**config.mk**
```make
export PLATFORM = sky130hd
export DESIGN_NAME = hazard_ctrl
export DESIGN_NICKNAME = d
export VERILOG_FILES = /design/src/rtl/hazard_ctrl.sv
export SDC_FILE = /design/constraint.sdc
export NUM_CORES = 1
export LEC_CHECK = 0
export ABC_AREA = 1
export ABC_CLOCK_PERIOD_IN_PS = 1900
export BUFFER_PORTS_ARGS = -buffer_cell sky130_fd_sc_hd__buf_4
export CORE_UTILIZATION = 54
export DETAILED_ROUTE_END_ITERATION = 12
export MAX_ROUTING_LAYER = met4
export PLACE_DENSITY = 0.78
export SETUP_SLACK_MARGIN = 0.3
export SLEW_MARGIN = 20
export SYNTH_ARGS = -nofsm -noshare
export SYNTH_HDL_FRONTEND = slang
export SYNTH_SLANG_ARGS = --single-unit
```
**constraint.sdc**
```tcl
create_clock -name clk -period 1.9 [get_ports clk]
set_input_delay 0.475 -clock clk [delete_from_list [all_inputs] [get_ports clk]]
set_output_delay 0.475 -clock clk [all_outputs]
set_load 0.05 [all_outputs]
```
**src/rtl/hazard_ctrl.sv**
```systemverilog
// hazard_ctrl
// Hazard and sequencing controller for the 5-stage RISC-V core. Decides,
// every cycle, which of the PC / IF/ID / ID/EX / back-end registers hold,
// flush or take a bubble, and sequences WFI sleep and MRET return.
//
// Ports
//   clk, rst                 clock, synchronous active-high reset
//   mem_stall                IM/DM bus pending: freeze the whole pipeline
//   id_rs1, id_rs2           source registers of the ID instruction
//   id_use_rs1, id_use_rs2   ID instruction really reads rs1 / rs2
//   ex_rd, ex_memread        destination / load flag of the EX instruction
//   ex_branch_taken          taken branch or jump resolved in EX
//   id_wfi, id_mret          WFI / MRET decoded in ID
//   irq_pending              enabled interrupt pending
//   pc_stall, ifid_stall     hold PC / hold IF/ID
//   ifid_flush, idex_flush   NOP into IF/ID / bubble into ID/EX
//   pipe_freeze              hold ID/EX, EX/MEM, MEM/WB
//   wfi, mret_out            core asleep / MRET return in progress
//   trap_take, csr_mret      one-cycle pulses to the CSR unit
//   stall_cnt                saturating count of cycles with pc_stall=1
module hazard_ctrl #(
   parameter int unsigned MRET_CYC       = 2,
   parameter logic [31:0] STALL_CNT_INIT = 32'h0000_0000
) (
   input  logic        clk,
   input  logic        rst,
   input  logic        mem_stall,
   input  logic [4:0]  id_rs1,
   input  logic [4:0]  id_rs2,
   input  logic        id_use_rs1,
   input  logic        id_use_rs2,
   input  logic [4:0]  ex_rd,
   input  logic        ex_memread,
   input  logic        ex_branch_taken,
   input  logic        id_wfi,
   input  logic        id_mret,
   input  logic        irq_pending,
   output logic        pc_stall,
   output logic        ifid_stall,
   output logic        ifid_flush,
   output logic        idex_flush,
   output logic        pipe_freeze,
   output logic        wfi,
   output logic        mret_out,
   output logic        trap_take,
   output logic        csr_mret,
   output logic [31:0] stall_cnt
);

   localparam logic [1:0] ST_RUN   = 2'd0;
   localparam logic [1:0] ST_SLEEP = 2'd1;
   localparam logic [1:0] ST_MRET  = 2'd2;

   // The MRET cycle itself counts as the first held cycle.
   localparam logic [3:0] MRET_LOAD = 4'(MRET_CYC - 1);

   logic [1:0] state;
   logic [1:0] state_nxt;
   logic [3:0] mret_cnt;
   logic [3:0] mret_cnt_nxt;
   logic       lu;
   logic       ifid_stall_raw;

   function automatic logic [31:0] sat_inc(input logic [31:0] v);
      return (v == 32'hFFFF_FFFF) ? v : v + 32'd1;
   endfunction

   assign lu = ex_memread && (ex_rd != 5'd0) &&
               (((ex_rd == id_rs1) && id_use_rs1) ||
                ((ex_rd == id_rs2) && id_use_rs2));

   // A flush wins over a stall of the same register.
   assign ifid_stall = ifid_stall_raw && !ifid_flush;

   // Decision stage: everything is gated off while rst is high.
   always_comb begin
      pc_stall       = 1'b0;
      ifid_stall_raw = 1'b0;
      ifid_flush     = 1'b0;
      idex_flush     = 1'b0;
      pipe_freeze    = 1'b0;
      wfi            = 1'b0;
      mret_out       = 1'b0;
      trap_take      = 1'b0;
      csr_mret       = 1'b0;
      state_nxt      = state;
      mret_cnt_nxt   = mret_cnt;
      if (!rst) begin
         case (state)
            ST_RUN: begin
               if (mem_stall) begin
                  pc_stall       = 1'b1;
                  ifid_stall_raw = 1'b1;
                  pipe_freeze    = 1'b1;
               end else if (irq_pending) begin
                  trap_take  = 1'b1;
                  ifid_flush = 1'b1;
                  idex_flush = 1'b1;
               end else if (ex_branch_taken) begin
                  // WFI/MRET sitting in ID is on the wrong path here.
                  ifid_flush = 1'b1;
                  idex_flush = 1'b1;
               end else if (id_mret) begin
                  pc_stall     = 1'b1;
                  idex_flush   = 1'b1;
                  mret_out     = 1'b1;
                  state_nxt    = ST_MRET;
                  mret_cnt_nxt = MRET_LOAD;
               end else if (id_wfi) begin
                  pc_stall   = 1'b1;
                  idex_flush = 1'b1;
                  state_nxt  = ST_SLEEP;
               end else if (lu) begin
                  pc_stall       = 1'b1;
                  ifid_stall_raw = 1'b1;
                  idex_flush     = 1'b1;
               end
            end
            ST_SLEEP: begin
               idex_flush = 1'b1;
               if (irq_pending && !mem_stall) begin
                  trap_take  = 1'b1;
                  ifid_flush = 1'b1;
                  state_nxt  = ST_RUN;
               end else begin
                  wfi            = 1'b1;
                  pc_stall       = 1'b1;
                  ifid_stall_raw = 1'b1;
                  pipe_freeze    = mem_stall;
               end
            end
            ST_MRET: begin
               idex_flush = 1'b1;
               if ((mret_cnt == 4'd0) && !mem_stall) begin
                  csr_mret   = 1'b1;
                  ifid_flush = 1'b1;
                  state_nxt  = ST_RUN;
               end else begin
                  mret_out       = 1'b1;
                  pc_stall       = 1'b1;
                  ifid_stall_raw = 1'b1;
                  pipe_freeze    = mem_stall;
                  if ((mret_cnt != 4'd0) && !mem_stall)
                     mret_cnt_nxt = mret_cnt - 4'd1;
               end
            end
            default: begin
               // Unused encoding: fall back to RUN.
               state_nxt    = ST_RUN;
               mret_cnt_nxt = 4'd0;
            end
         endcase
      end
   end

   // State stage: sequencing state and the stall counter.
   always_ff @(posedge clk) begin
      if (rst) begin
         state     <= ST_RUN;
         mret_cnt  <= 4'd0;
         stall_cnt <= STALL_CNT_INIT;
      end else begin
         state    <= state_nxt;
         mret_cnt <= mret_cnt_nxt;
         if (pc_stall)
            stall_cnt <= sat_inc(stall_cnt);
      end
   end

endmodule
```
### Word level (Yosys, flattened, before mapping)

Cells that the tools add are included.

* $add $sub $neg: 2
* equality and inequality tests: 14
* muxes and demuxes: 63
* bitwise gates (word level): 2
* reduce and logical (&&, ||, !) cells: 19

Operator list (count)
* $mux 1: 41
* $add 32x1->32 const B: 1
* $eq 32x32->1 const B: 1
* $mux 4: 6
* $ne 2x2->1 const B: 8
* $mux 2: 7
* $pmux 1 s3: 4
* $pmux 4 s3: 1
* $eq 5x5->1: 2
* $logic_and 1x1->1: 8
* $reduce_and 7->1: 1
* $pmux 1 s2: 3
* $pmux 2 s3: 1
* $reduce_and 6->1: 1
* $reduce_bool 5->1: 1
* $logic_not 4->1: 1
* $reduce_bool 4->1: 1
* $sub 4x1->4 const B: 1
* $ne 3x3->1 const B: 1
* $eq 2x1->1 const B: 1
* $eq 2x2->1 const B: 1
* $logic_not 1->1: 2
* $logic_not 2->1: 1
* $not 1->1: 2
* other kinds (3): 3

* bits in registers: 38
* bits of input ports: 25
* output and inout port bits: 41
* logic and storage cells: 103

### Longest topological paths before layout

* word-level depth: 13
* depth in mapped cells: 14
* mapped depth without buffers: 14

### Worst setup path after synthesis

No wires, ideal clock.

* path kind: reg-to-output
* start point: register state[0]
* end point: output pipe_freeze
* arrival: 2110 ps
* data required time: 1425 ps
* setup slack: -685 ps
* cell stages (with the launch flop): 5
* buffers on the path: 0
* cells stage by stage: dfxtp_1 -> ha_1 -> nor2_1 -> inv_1 -> a211oi_1

* word-level cells in the longest chain between the ends: 3
* elaborated cells between the ends (all ways): 5
* classes of those cells: eq/ne: 2; mux: 2; reduce/logical: 1

RTL lines
* start: declaration: line 57 `logic [1:0] state;`
* start signal: assignment: line 163 `state <= state_nxt;`
* $eq 2x2->1, or another cell as far along: line 89 `case (state)`
* $pmux 1 s3 (*): line 89
* $mux 1 (*): line 88 `if (!rst) begin`
* end: declaration: line 42 `output logic pipe_freeze,`

Mark *: on every way between the ends. The rest lies on a longest branch, timed or not.

### Final worst setup path

* start point: register mret_cnt[0]
* end point: register stall_cnt[31]

* word-level cells in the longest chain between the ends: 6

RTL lines
* start: declaration: line 59 `logic [3:0] mret_cnt;`
* start signal: assignment: line 164 `mret_cnt <= mret_cnt_nxt;`
* $logic_not 4->1: line 134 `if ((mret_cnt == 4'd0) && !mem_stall) begin`
* $logic_and 1x1->1: line 134
* $mux 1: line 134
* $pmux 1 s3: line 89
* $mux 1: line 88
* $reduce_and 2->1 (no source line)
* end signal: assignment: line 166 `stall_cnt <= sat_inc(stall_cnt);`
* end: declaration: line 47 `output logic [31:0] stall_cnt`

No other way between the ends.
A chain may end at the register's enable or synchronous reset.

==> impl_metrics.toml <==
[clocking]
cts_root_buffer = "clkbuf_8"
cts_sinks = 38
clk_path_buf_depth = 2
cts.hold.buffers_added = 0
clock_latency_ns = 0.30
cts_tree = "yes"
cts_max_level = 2
cts_buffers = 5
clk_pin_slew_ns = 0.09

[detailed_routing]
drc = 0
drt_iter0_drc = 1050
via_count = 4221
avgRoutedWirePerCell_um = 21.8
dr.pass1.iters = 12
ant_nets = 0
vias_per_cell = 6.54
wirelength_um = 14100

[finish]
postLayoutCellArea_um2 = 4650
nets = 605
layout_common_cells = "nand2_1 (105), buf_4 (91), nor2_1 (48), nand4_1 (38), inv_1 (31)"
drive_above_1_share = 0.477
utilization = 0.917
area_delta_synth_final_pct = 63.9
antenna_cells = 0
fillers = 210
stdcell_count = 645
final_common_cell = "nand2_1"

[yosys]
synth_largest_area_cell = "dfxtp_1"
synth.net_count = 494
synth_area_leaders = "dfxtp_1 (27%), nand2_1 (18%), nand4_1 (8.4%)"
netlist_area_um2 = 2840
syn-instance-count = 463
ys_warn_count = 0
avgSynthCellArea_um2 = 6.13
synth_cell_type_count = 29
synth_seq_area_share = 0.268
ys_seq_elements = 38
yosys.area.top_type_share = 0.268

[worst_setup_path]
critPathCaptureType = "flip-flop"
cp-start-kind = "flip-flop"
crit_required_ns = 2.11
r2r_end = "stall_cnt[31]"
path_class = "reg2reg"
cp_max_fo = 8
rr_startpoint = "mret_cnt[0]"
crit_arrival_ns = 2.53
r2r_slack_ns = -0.42
worstRegToRegCells = 17

[run]
cap_violations = 0

[place]
dp_hpwl_um = 6720
preCtsSetupSlack_ns = -0.223
place.gp.congestion = 0.982
dp_cells = 613
placed_cell_area_um2 = 3840
io_buffers = 65

[global_route]
grt_util_all_layers = 0.438
grt_antenna_before_repair = 0
gr-total-overflow = 0
grt_pass1_wl_um = 17900
grt_start_max_net_pins = 34
grt_pass1_vias = 3578

[timing]
rsz0062_at_grt = "true"
max_slew_margin = 0.635
fin_crit_ns = 2.32
maxSlewViolCount = 0
hold_violations = 0
final.setup.tns_ns = -14.04
finalSetupViolCount = 43
post-route-worst-setup-slack_ns = -0.424
timing.hold.ws_ns = 0.510
max_freq_ghz = 0.430
worst_pin_slew_ns = 0.543
clock_skew_ns = 0.0203
post-route-period-util = 1.22

[run_status]
violations = "setup timing"
outcome = "finished with violations"

[floorplanning]
dieWidth_um = 74.5
io_pins = 66
die-height_um = 74.5
die_area_um2 = 5550
rows = 26
start_util = 0.559
core_region_area_um2 = 5070

[min_path]
min_from = "stall_cnt[11]"
min_to = "stall_cnt[11]"
hold_class = "reg2reg"
holdPathStages = 2

[power_and_ir_drop]
p_total_mw = 5.47
ir_worst_vdd_uv = 878
cellPowerDensity_nw_per_um2 = 1170
power.leakage_nw = 1.89
[state kept, by name, indices dropped and copies added, names as in the netlist]
name,cells
mret_cnt,4
state,2
stall_cnt,32
[Yosys cell counts (all sizes together)]
master and n:
nor3b 2, dfxtp 38, o22ai 1, a21oi 34, clkinv 1, nand3b 2
clkbuf 9, a211oi 5, nor2 60, xor2 20, and2 1, nand3 13
ha 6, nand2 135, xnor2 7, a31oi 2, inv 52, nand4 38
o21ai 8, nor3 21, buf 8
[area by class of cell]
cell class | instances | area [um2] | area share
repair buffers | 121 | 1090 | 0.235
well taps | 70 | 87.6 | 0.0188
inverters | 53 | 243 | 0.0522
clock inverters | 1 | 5.00 | 0.00108
clock buffers | 7 | 86.3 | 0.0185
flip-flops and latches | 38 | 821 | 0.176
multi-input cells | 355 | 2320 | 0.498
[layer usage]
layer / part of all wire / GRT usage / vias up
li1: - / - / 1732
met1: 0.35 / 0.524 / 1872
met2: 0.43 / 0.668 / 451
met3: 0.14 / 0.122 / 166
met4: 0.078 / 0.224 / 0
met5: 0 / - / -
[kinds of logic (layout without fill, tap and decap cells)]
kind of cell    count (synthesis)  count (layout)  synth area share
buf+inv                        70             182             0.103
xor+xnor                       27              27            0.0833
simple gates                  272             272             0.424
fa+ha+maj                       6               6            0.0264
flops                          38              38             0.268
compound gates                 50              50            0.0956
[report_power, final]
part,internal (mW),total [mW],switching (mW)
clock,0.294,0.611,0.317
sequential,0.885,0.974,0.0891
combinational,1.70,3.88,2.19
total,2.88,5.47,2.59
[how the worst max path moves through the flow]
stage,cells past startpoint,start,endpoint
after global routing,10,stall_cnt[23],stall_cnt[21]
after detailed placement,14,ex_rd[3],stall_cnt[30]
after CTS,12,mret_cnt[0],ifid_stall
final,17,mret_cnt[0],stall_cnt[31]
after global placement,12,ex_rd[4],ifid_stall
after floorplan,9,mret_cnt[0],ifid_stall
[repair_timing]
action / in CTS / in global routing
gates resized for setup: 102 / 26
buffers inserted: 15 / 7
cloned: 2 / 0
setup endpoints to repair: 45 / 47
pin swaps: 18 / 13
[worst max-delay path, stage by stage, from the launching register on]
cell	delay, ns
dfxtp_2	0.34
inv_2	0.07
ha_4	0.15
nand3_4	0.08
nor2_4	0.11
inv_2	0.06
nand2_2	0.09
nand2_2	0.08
a21oi_4	0.17
buf_4	0.17
buf_6	0.10
buf_6	0.08
buf_6	0.10
nand2_8	0.05
nand3_4	0.11
buf_8	0.16
nand2_1	0.09
a21oi_1	0.22
Note: power is estimated with default switching activity, not from simulation.
